**src/rtl/bcd_pkg.sv**
```systemverilog
// Shared types and the single-digit BCD add rule for the sequential BCD adder.
package bcd_pkg;

  localparam int unsigned BCD_W = 4;

  typedef enum logic [1:0] {
    IDLE = 2'd0,
    RUN  = 2'd1,
    DONE = 2'd2
  } state_t;

  // Returns {carry_out, digit}; a sum above 9 wraps by ten and carries.
  function automatic logic [BCD_W:0] bcd_digit_add(
    input logic [BCD_W-1:0] a,
    input logic [BCD_W-1:0] b,
    input logic             c
  );
    logic [BCD_W:0] s;
    s = (BCD_W+1)'(a) + (BCD_W+1)'(b) + (BCD_W+1)'(c);
    if (s > (BCD_W+1)'(9)) begin
      bcd_digit_add = {1'b1, BCD_W'(s - (BCD_W+1)'(10))};
    end else begin
      bcd_digit_add = {1'b0, s[BCD_W-1:0]};
    end
  endfunction

endpackage

```
**src/rtl/bcd_digit_adder.sv**
```systemverilog
// Combinational single-digit BCD adder; chained by carry inside one group.
module bcd_digit_adder
  import bcd_pkg::*;
(
  input  logic [BCD_W-1:0] a,
  input  logic [BCD_W-1:0] b,
  input  logic             c,
  output logic [BCD_W-1:0] sum_c,
  output logic             carry_c
);

  assign {carry_c, sum_c} = bcd_digit_add(a, b, c);

endmodule

```
**src/rtl/bcd_seq_adder.sv**
```systemverilog
// Multi-cycle BCD adder: DPC digits per clock with the carry registered between groups.
// Define BCD_SEQ_ADDER_CHECK_EN to flag non-BCD operand digits on err.
module bcd_seq_adder
  import bcd_pkg::*;
#(
  parameter int unsigned DIGITS = 100,
  parameter int unsigned DPC    = 4
) (
  input  logic                      clk,
  input  logic                      reset,
  input  logic                      start,
  input  logic [BCD_W*DIGITS-1:0]   a,
  input  logic [BCD_W*DIGITS-1:0]   b,
  input  logic                      cin,
  output logic                      busy,
  output logic                      done,
  output logic [BCD_W*DIGITS-1:0]   sum,
  output logic                      cout,
  output logic                      err
);

  localparam int unsigned W     = BCD_W * DIGITS;
  localparam int unsigned GRP_W = BCD_W * DPC;
  localparam int unsigned N     = DIGITS / DPC;
  localparam int unsigned CNT_W = (N > 1) ? $clog2(N) : 1;

  if ((DIGITS % DPC) != 0) begin : g_cfg_err
    $error("bcd_seq_adder: DIGITS must be a multiple of DPC");
  end

  state_t             state;
  logic [CNT_W-1:0]   g;
  logic               carry;
  logic [W-1:0]       a_q;
  logic [W-1:0]       b_q;
  logic [DPC:0]       chain_c;
  logic [GRP_W-1:0]   grp_sum_c;
  logic               accept_c;
  logic               last_c;

  assign accept_c = start && (state == IDLE || state == DONE);
  assign last_c   = (state == RUN) && (g == CNT_W'(N - 1));

  // Operands shift right each cycle, so the current group always sits in the low digits.
  assign chain_c[0] = carry;
  for (genvar i = 0; i < DPC; i++) begin : g_digit
    bcd_digit_adder u_digit (
      .a       (a_q[i*BCD_W +: BCD_W]),
      .b       (b_q[i*BCD_W +: BCD_W]),
      .c       (chain_c[i]),
      .sum_c   (grp_sum_c[i*BCD_W +: BCD_W]),
      .carry_c (chain_c[i+1])
    );
  end

  always_ff @(posedge clk) begin
    if (reset) begin
      state <= IDLE;
      g     <= '0;
      carry <= 1'b0;
      a_q   <= '0;
      b_q   <= '0;
      busy  <= 1'b0;
      done  <= 1'b0;
      sum   <= '0;
      cout  <= 1'b0;
    end else begin
      done <= 1'b0;
      case (state)
        IDLE, DONE: begin
          if (accept_c) begin
            a_q   <= a;
            b_q   <= b;
            carry <= cin;
            g     <= '0;
            busy  <= 1'b1;
            state <= RUN;
          end
        end
        RUN: begin
          a_q   <= a_q >> GRP_W;
          b_q   <= b_q >> GRP_W;
          // Result groups enter at the top; after N groups digit 0 lands at the bottom.
          sum   <= (sum >> GRP_W) | (W'(grp_sum_c) << (W - GRP_W));
          carry <= chain_c[DPC];
          g     <= g + CNT_W'(1);
          if (last_c) begin
            state <= DONE;
            busy  <= 1'b0;
            done  <= 1'b1;
            cout  <= chain_c[DPC];
          end
        end
        default: begin
          state <= IDLE;
          busy  <= 1'b0;
        end
      endcase
    end
  end

`ifdef BCD_SEQ_ADDER_CHECK_EN
  logic err_pending;

  function automatic logic has_bad_digit(input logic [W-1:0] v);
    logic bad;
    bad = 1'b0;
    for (int i = 0; i < int'(DIGITS); i++) begin
      if (v[i*BCD_W +: BCD_W] > BCD_W'(9)) bad = 1'b1;
    end
    return bad;
  endfunction

  // Flag captured with the operands, published alongside the result.
  always_ff @(posedge clk) begin
    if (reset) begin
      err_pending <= 1'b0;
      err         <= 1'b0;
    end else begin
      if (accept_c) err_pending <= has_bad_digit(a) | has_bad_digit(b);
      if (last_c)   err         <= err_pending;
    end
  end
`else
  assign err = 1'b0;
`endif

endmodule
```
**config.mk**
```make
export PLATFORM = sky130hd
export DESIGN_NAME = bcd_seq_adder
export DESIGN_NICKNAME = d
export VERILOG_FILES = /design/src/rtl/bcd_pkg.sv /design/src/rtl/bcd_digit_adder.sv /design/src/rtl/bcd_seq_adder.sv
export SDC_FILE = /design/constraint.sdc
export NUM_CORES = 2
export LEC_CHECK = 0
export ABC_AREA = 1
export CORE_AREA = 5 5 474 476
export DETAILED_ROUTE_END_ITERATION = 8
export DIE_AREA = 0 0 479 481
export PLACE_DENSITY_LB_ADDON = 0.3
export SYNTH_ARGS = -nofsm -noshare
export SYNTH_HDL_FRONTEND = slang
export SYNTH_SLANG_ARGS = --single-unit
```
**constraint.sdc**
```tcl
create_clock -name clk -period 7.46 [get_ports clk]
set_input_delay 1.492 -clock clk [delete_from_list [all_inputs] [get_ports clk]]
set_output_delay 1.492 -clock clk [all_outputs]
set_load 0.05 [all_outputs]
```
# --- Word-level counts from Yosys, hierarchy flattened ---
# Index checks and enable logic that the tools add are counted.
totals:
  out_inout_bits: 404
  word_cells: 62
  ff_bits: 1211
  input_bits: 804
op_classes:
  n_eq_ne: 5
  order_cmp: 4
  bitwise_logic: 2
  muxes: 19
  n_addsub: 13
  reduce_logical: 10
op_table:
  columns: ["op", "n"]
  rows:
  - ["$pmux 400 s2", 2]
  - ["$mux 400", 2]
  - ["$or 384x400->400", 1]
  - ["$mux 5", 5]
  - ["$add 4x4->5", 4]
  - ["$add 5x1->5", 4]
  - ["$gt 5x4->1 const B", 4]
  - ["$sub 4x4->4 const B", 4]
  - ["$pmux 5 s2", 1]
  - ["$reduce_and 2->1", 3]
  - ["$add 5x1->5 const B", 1]
  - ["$eq 5x5->1 const B", 1]
  - ["$mux 1", 4]
  - ["$mux 2", 2]
  - ["$ne 2x2->1 const B", 2]
  - ["$pmux 1 s2", 2]
  - ["$pmux 2 s2", 1]
  - ["$reduce_or 2->1", 2]
  - ["$eq 2x1->1 const B", 1]
  - ["$eq 2x2->1 const B", 1]
  - ["$logic_and 1x1->1", 2]
  - ["$logic_not 2->1", 1]
  - ["$reduce_bool 2->1", 1]
  - ["$logic_or 1x1->1", 1]
  - ["$not 1->1", 1]

# --- Logic depth before layout (Yosys ltp) ---
depth:
  depth_word: 14
  ltp_mapped: 50

# --- By module ---
# Synthesis repeated with hierarchy kept, for this count alone.
hier_totals:
  hier_cells: 9560
  hier_area_um2: 59425.7
by_module_without_submodules:
  columns: ["module", "area_per_inst_um2", "cells_each", "seq_area_each_um2", "instances"]
  rows:
  - ["bcd_seq_adder", 58229.6, 9368, 24243.3, 1]
  - ["bcd_digit_adder", 299.0, 48, 0.0, 4]

# --- Worst setup path after synthesis ---
# OpenSTA, ideal clock, no wires.
synth_path:
  path_type: "flip-flop to flip-flop"
  start: "register carry"
  end: "register sum[398]"
  setup_ps: 70
  setup_slack_ps: 753
  arrival_ps: 6637
  synth_period_minus_slack_ps: 6707
  stages_incl_launch_ff: 44
  t_required_ps: 7390
  cell_sequence: "dfxtp_1 -> fa_1 -> fa_1 -> inv_1 -> ha_1 -> inv_1 -> a21oi_1 -> a21oi_1 -> nand2_1 -> nand2_1 -> inv_1 -> fa_1 -> inv_1 -> fa_1 -> inv_1 -> ha_1 -> inv_1 -> o21ai_0 -> [... 8 more ...] -> inv_1 -> ha_1 -> inv_1 -> o21ai_0 -> a31oi_1 -> fa_1 -> inv_1 -> fa_1 -> inv_1 -> ha_1 -> nand2_1 -> nand2_1 -> inv_1 -> nand2_1 -> nand2_1 -> nand2_1 -> nand3_1 -> a21oi_1"
synth_via:
  elab_chain_len: 13
  word_cells_on_any_way: 14
  cone_classes: "add/sub (5); order compare (4); mux (4); bitwise (1)"
synth_lines:
  columns: ["element", "line_no", "rtl"]
  rows:
  - ["from (decl)", "bcd_seq_adder.sv:33", "logic carry;"]
  - ["from (signal assigned)", "bcd_seq_adder.sv:74", "carry <= cin;"]
  - ["from (signal assigned)", "bcd_seq_adder.sv:85", "carry <= chain_c[DPC];"]
  - ["$add 5x1->5 *", "bcd_pkg.sv:19", "s = (BCD_W+1)'(a) + (BCD_W+1)'(b) + (BCD_W+1)'(c);"]
  - ["$gt 5x4->1 *", "bcd_pkg.sv:20", "if (s > (BCD_W+1)'(9)) begin"]
  - ["$mux 5 *", "bcd_pkg.sv:20", null]
  - ["$add 5x1->5 *", "bcd_pkg.sv:19", null]
  - ["$gt 5x4->1 *", "bcd_pkg.sv:20", null]
  - ["$mux 5 *", "bcd_pkg.sv:20", null]
  - ["$add 5x1->5 *", "bcd_pkg.sv:19", null]
  - ["$gt 5x4->1 *", "bcd_pkg.sv:20", null]
  - ["$mux 5 *", "bcd_pkg.sv:20", null]
  - ["$add 5x1->5 *", "bcd_pkg.sv:19", null]
  - ["$sub 4x4->4 or $gt 5x4->1 (tied branches)", "bcd_pkg.sv:21, bcd_pkg.sv:20", null]
  - ["$mux 5 *", "bcd_pkg.sv:20", null]
  - ["$or 384x400->400 *", "bcd_seq_adder.sv:84", "sum <= (sum >> GRP_W) | (W'(grp_sum_c) << (W - GRP_W));"]
  - ["to (signal assigned)", "bcd_seq_adder.sv:84", null]
  - ["to (decl)", "bcd_seq_adder.sv:17", "output logic [BCD_W*DIGITS-1:0] sum,"]
# Every way passes the cells marked *; elsewhere a longest branch is shown, timed or not.
# A chain may end at the register's enable or synchronous reset.

# --- Worst setup path after layout ---
# Ends and elaborated chain as after synthesis.

==> results_dict.tcl <==
set metrics [dict create \
    placement_rows 173 \
    synth_top_family_by_area "compound AO/OA/AOI/OAI gates" \
    worst_path_largest_cell_delay_ns 0.58 \
    fin_worst_skew_ns 0.0265 \
    clock_path_buffers 3 \
    place_area_um2 59900 \
    largest_net_degree_at_the_start_of_global_routing 241 \
    avgSynthCellArea_um2 8.20 \
    grtUsageTotal_pct 18.1 \
    run_status "complete, no violations" \
    max_slew.worst_pin.slew_ns 1.16 \
    cts_made_buffers 144 \
    worstSetupStartpointType "register" \
    timing.final.crit_period_ns 7.08 \
    power.ir.vdd_worst_uv 204 \
    path_max_fanout 4 \
    detailedPlacementHpwl_um 161000 \
    criticalPathCategory "reg2reg" \
    synth_compound_gate_area_share_pct 32.4 \
    cts_sinks 1211 \
    synth.lib_cells_used.distinct 26 \
    portBuffers 1206 \
    synth.net_count 6432 \
    min-delay-path-class "reg2reg" \
    drv.max_cap_violation_count 0 \
    grt_pass1_vias 43100 \
    timing.final.setup_violations 0 \
    synth_top_cell_by_area "dfxtp_1" \
    initialDrtViolationCount 3929 \
    route.detailed.vias_per_inst 4.80 \
    cp_common_cell "inv_1" \
    detailedRoute.firstPassIterationCount 9 \
    die_area_um2 230000 \
    yosys.area_share.adder_pct 0.921 \
    report.final.hold_viol_count 0 \
    drt-wirelength-per-cell_um 23.4 \
    ys_seq_area_share_pct 52.8 \
    hold_ws_ns 0.462 \
    timing_max_transition_violations_final 0 \
    drt_drc_violations_left 0 \
    post_route_cells_drive_above_1_share_pct 4.92 \
    die_h_um 481 \
    synthesis.yosys.warnings 0 \
    placed_cells_incl_taps 9196 \
    crit_required_ns 8.16 \
    initial_utilization_pct 20.8 \
    synth.area.top_cells "dfxtp_1 53%, o21ai_0 13%, o22ai_1 10%" \
    synth_seq_cells 1211 \
    design_power_total_mw 18.4 \
    ioPinCount 1208 \
    crit_path_end_kind "register" \
    max_clock_freq_mhz 141 \
    synth_top_area_share_pct 52.8 \
    grt_antenna_before_repair 95 \
    cts_tree "built" \
    power-per-cell-area_nw_per_um2 285 \
    postRouteWirelength_um 222000 \
    layout.cells.non_filler 9495 \
    timing.final.crit_share_pct 94.9 \
    grt_pass1_wl_um 312000 \
    synth_xor_xnor_area_share_pct 0.0191 \
    muxShareOfSynthArea_pct 0 \
    layout-area-overhead-vs-synth_pct 41.0 \
    globalRoute.totalOverflow 0 \
    vias 45600 \
    path_clk_slew_ns 0.06 \
    area_of_all_placed_cells_without_fillers_um2 64700 \
    critical-path-slowest-cell "fa_2" \
    maxSlewHeadroom_pct 22.6 \
    syn-cell-area_um2 45900 \
    p_leak_nw 23.6 \
    master_cell_of_the_clock_root_buffer "clkbuf_16" \
    ant_nets 0 \
    postCtsHoldBufs 0 \
    finalNetCount 7290 \
    worst_ep_arrival_time_ns 7.78 \
    postSynthCellCount 5599 \
    dieWidth_um 479 \
    htreeDepth 4 \
    gp_congestion 0.887 \
    synth_simple_gate_area_share_pct 8.02 \
    worstSkewPairLatency_ns 0.78 \
    core-area_um2 221000 \
]
synthesized netlist by cell type:
| library cell | instances |
|---|---|
| o21ai_0 | 1167 |
| ha_1 | 21 |
| a21oi_1 | 835 |
| o22ai_1 | 768 |
| buf_1 | 6 |
| buf_2 | 251 |
| fa_1 | 8 |
| inv_2 | 4 |
| nand3_1 | 32 |
| or2_1 | 1 |
| nor2_8 | 1 |
| clkbuf_1 | 303 |
| nand2_1 | 138 |
| o21bai_1 | 3 |
| conb_1 | 1 |
| nand4_1 | 3 |
| xnor2_1 | 1 |
| and2_1 | 1 |
| dfxtp_1 | 1211 |
| nor2_1 | 783 |
| buf_4 | 10 |
| o211ai_1 | 1 |
| a31oi_1 | 1 |
| o31ai_1 | 1 |
| nand2_4 | 1 |
| inv_1 | 47 |
path summary, 6_finish.rpt:
path                      startpoint                     to  slack (ns)  cells after the start
setup / recovery  carry$_SDFFE_PP0P_  sum[398]$_SDFFE_PP0P_        0.38                     42
hold / removal     busy$_SDFFE_PP0P_      busy$_SDFFE_PP0P_        0.46                      2
setup reg to reg  carry$_SDFFE_PP0P_  sum[398]$_SDFFE_PP0P_        0.38                     42
hold reg to reg    busy$_SDFFE_PP0P_      busy$_SDFFE_PP0P_        0.46                      2
per-layer routing:
layer | GRT usage, % | up-vias | wire [µm]
li1 | - | 21900 | -
met4 | 6.12 | 96 | 7090
met5 | 0 | - | 684
met3 | 6.41 | 370 | 19100
met1 | 21.0 | 21700 | 86500
met2 | 30.8 | 1583 | 108000
kinds of logic after synthesis:
kind of cell,Yosys count
compound gates,2776
simple gates,960
fa+ha+maj,29
other cells,1
buf+inv,621
flops,1211
xor+xnor,1
what timing repair did:
item	in CTS	in global routing
endpoints found under the setup margin	0	5
gates resized for setup	0	23
buffers inserted	0	2
flip-flops by register name, summed over array words and instances, names as in the netlist:
register  count
sum         400
state         2
done          1
busy          1
b_q         400
g             5
cout          1
a_q         400
carry         1
final cells by class:
type	count	area, µm²
Antenna cell	43	108
Clock buffer	208	4150
Clock inverter	46	523
Fill cell	23400	156000
Inverter	51	214
Multi-Input combinational cell	3767	19000
Sequential cell	1211	24200
Tap cell	2887	3610
Timing Repair Buffer	1282	12800
power by group:
group,switching [mW],internal (mW),total (mW)
clock network,3.01,4.00,7.02
registers,0.541,7.14,7.68
logic,2.32,1.40,3.72
cells in the final DEF, fill, tap and decap left out, types with 4 or more instances in the layout:
| master | count |
|---|---|
| fa_2 | 5 |
| ha_1 | 19 |
| nor2_1 | 783 |
| clkinv_16 | 4 |
| clkinv_2 | 21 |
| clkbuf_16 | 145 |
| clkdlybuf4s50_1 | 1205 |
| diode_2 | 43 |
| inv_1 | 42 |
| nand2_1 | 134 |
| nand2_2 | 4 |
| buf_12 | 15 |
| dfxtp_1 | 1210 |
| o21ai_0 | 1164 |
| inv_2 | 6 |
| nand3_1 | 32 |
| clkinv_8 | 4 |
| buf_4 | 62 |
| clkbuf_8 | 28 |
| clkbuf_1 | 35 |
| o22ai_1 | 768 |
| a21oi_1 | 835 |
| inv_6 | 7 |
critical path, delay by kind of cell (launching register included):
family          cells  cell delay (ns)
fa+ha+maj          11             3.90
buf+inv            14             1.08
simple gates       12             1.02
compound gates      5             0.69
flops               1             0.34
through the flow:
| stage | util (%) | TNS, ns | setup slack, ns |
|---|---|---|---|
| global route | 29.3 | -0.179 | -0.0848 |
| global placement | 27.1 | 0 | 0.190 |
| finish | 29.3 | 0 | 0.382 |
| floorplan | - | 0 | 0.753 |
| CTS | 29.3 | 0 | 0.0429 |
| detailed placement | 27.1 | 0 | 0.0709 |
(Power assumes the default switching activity.)
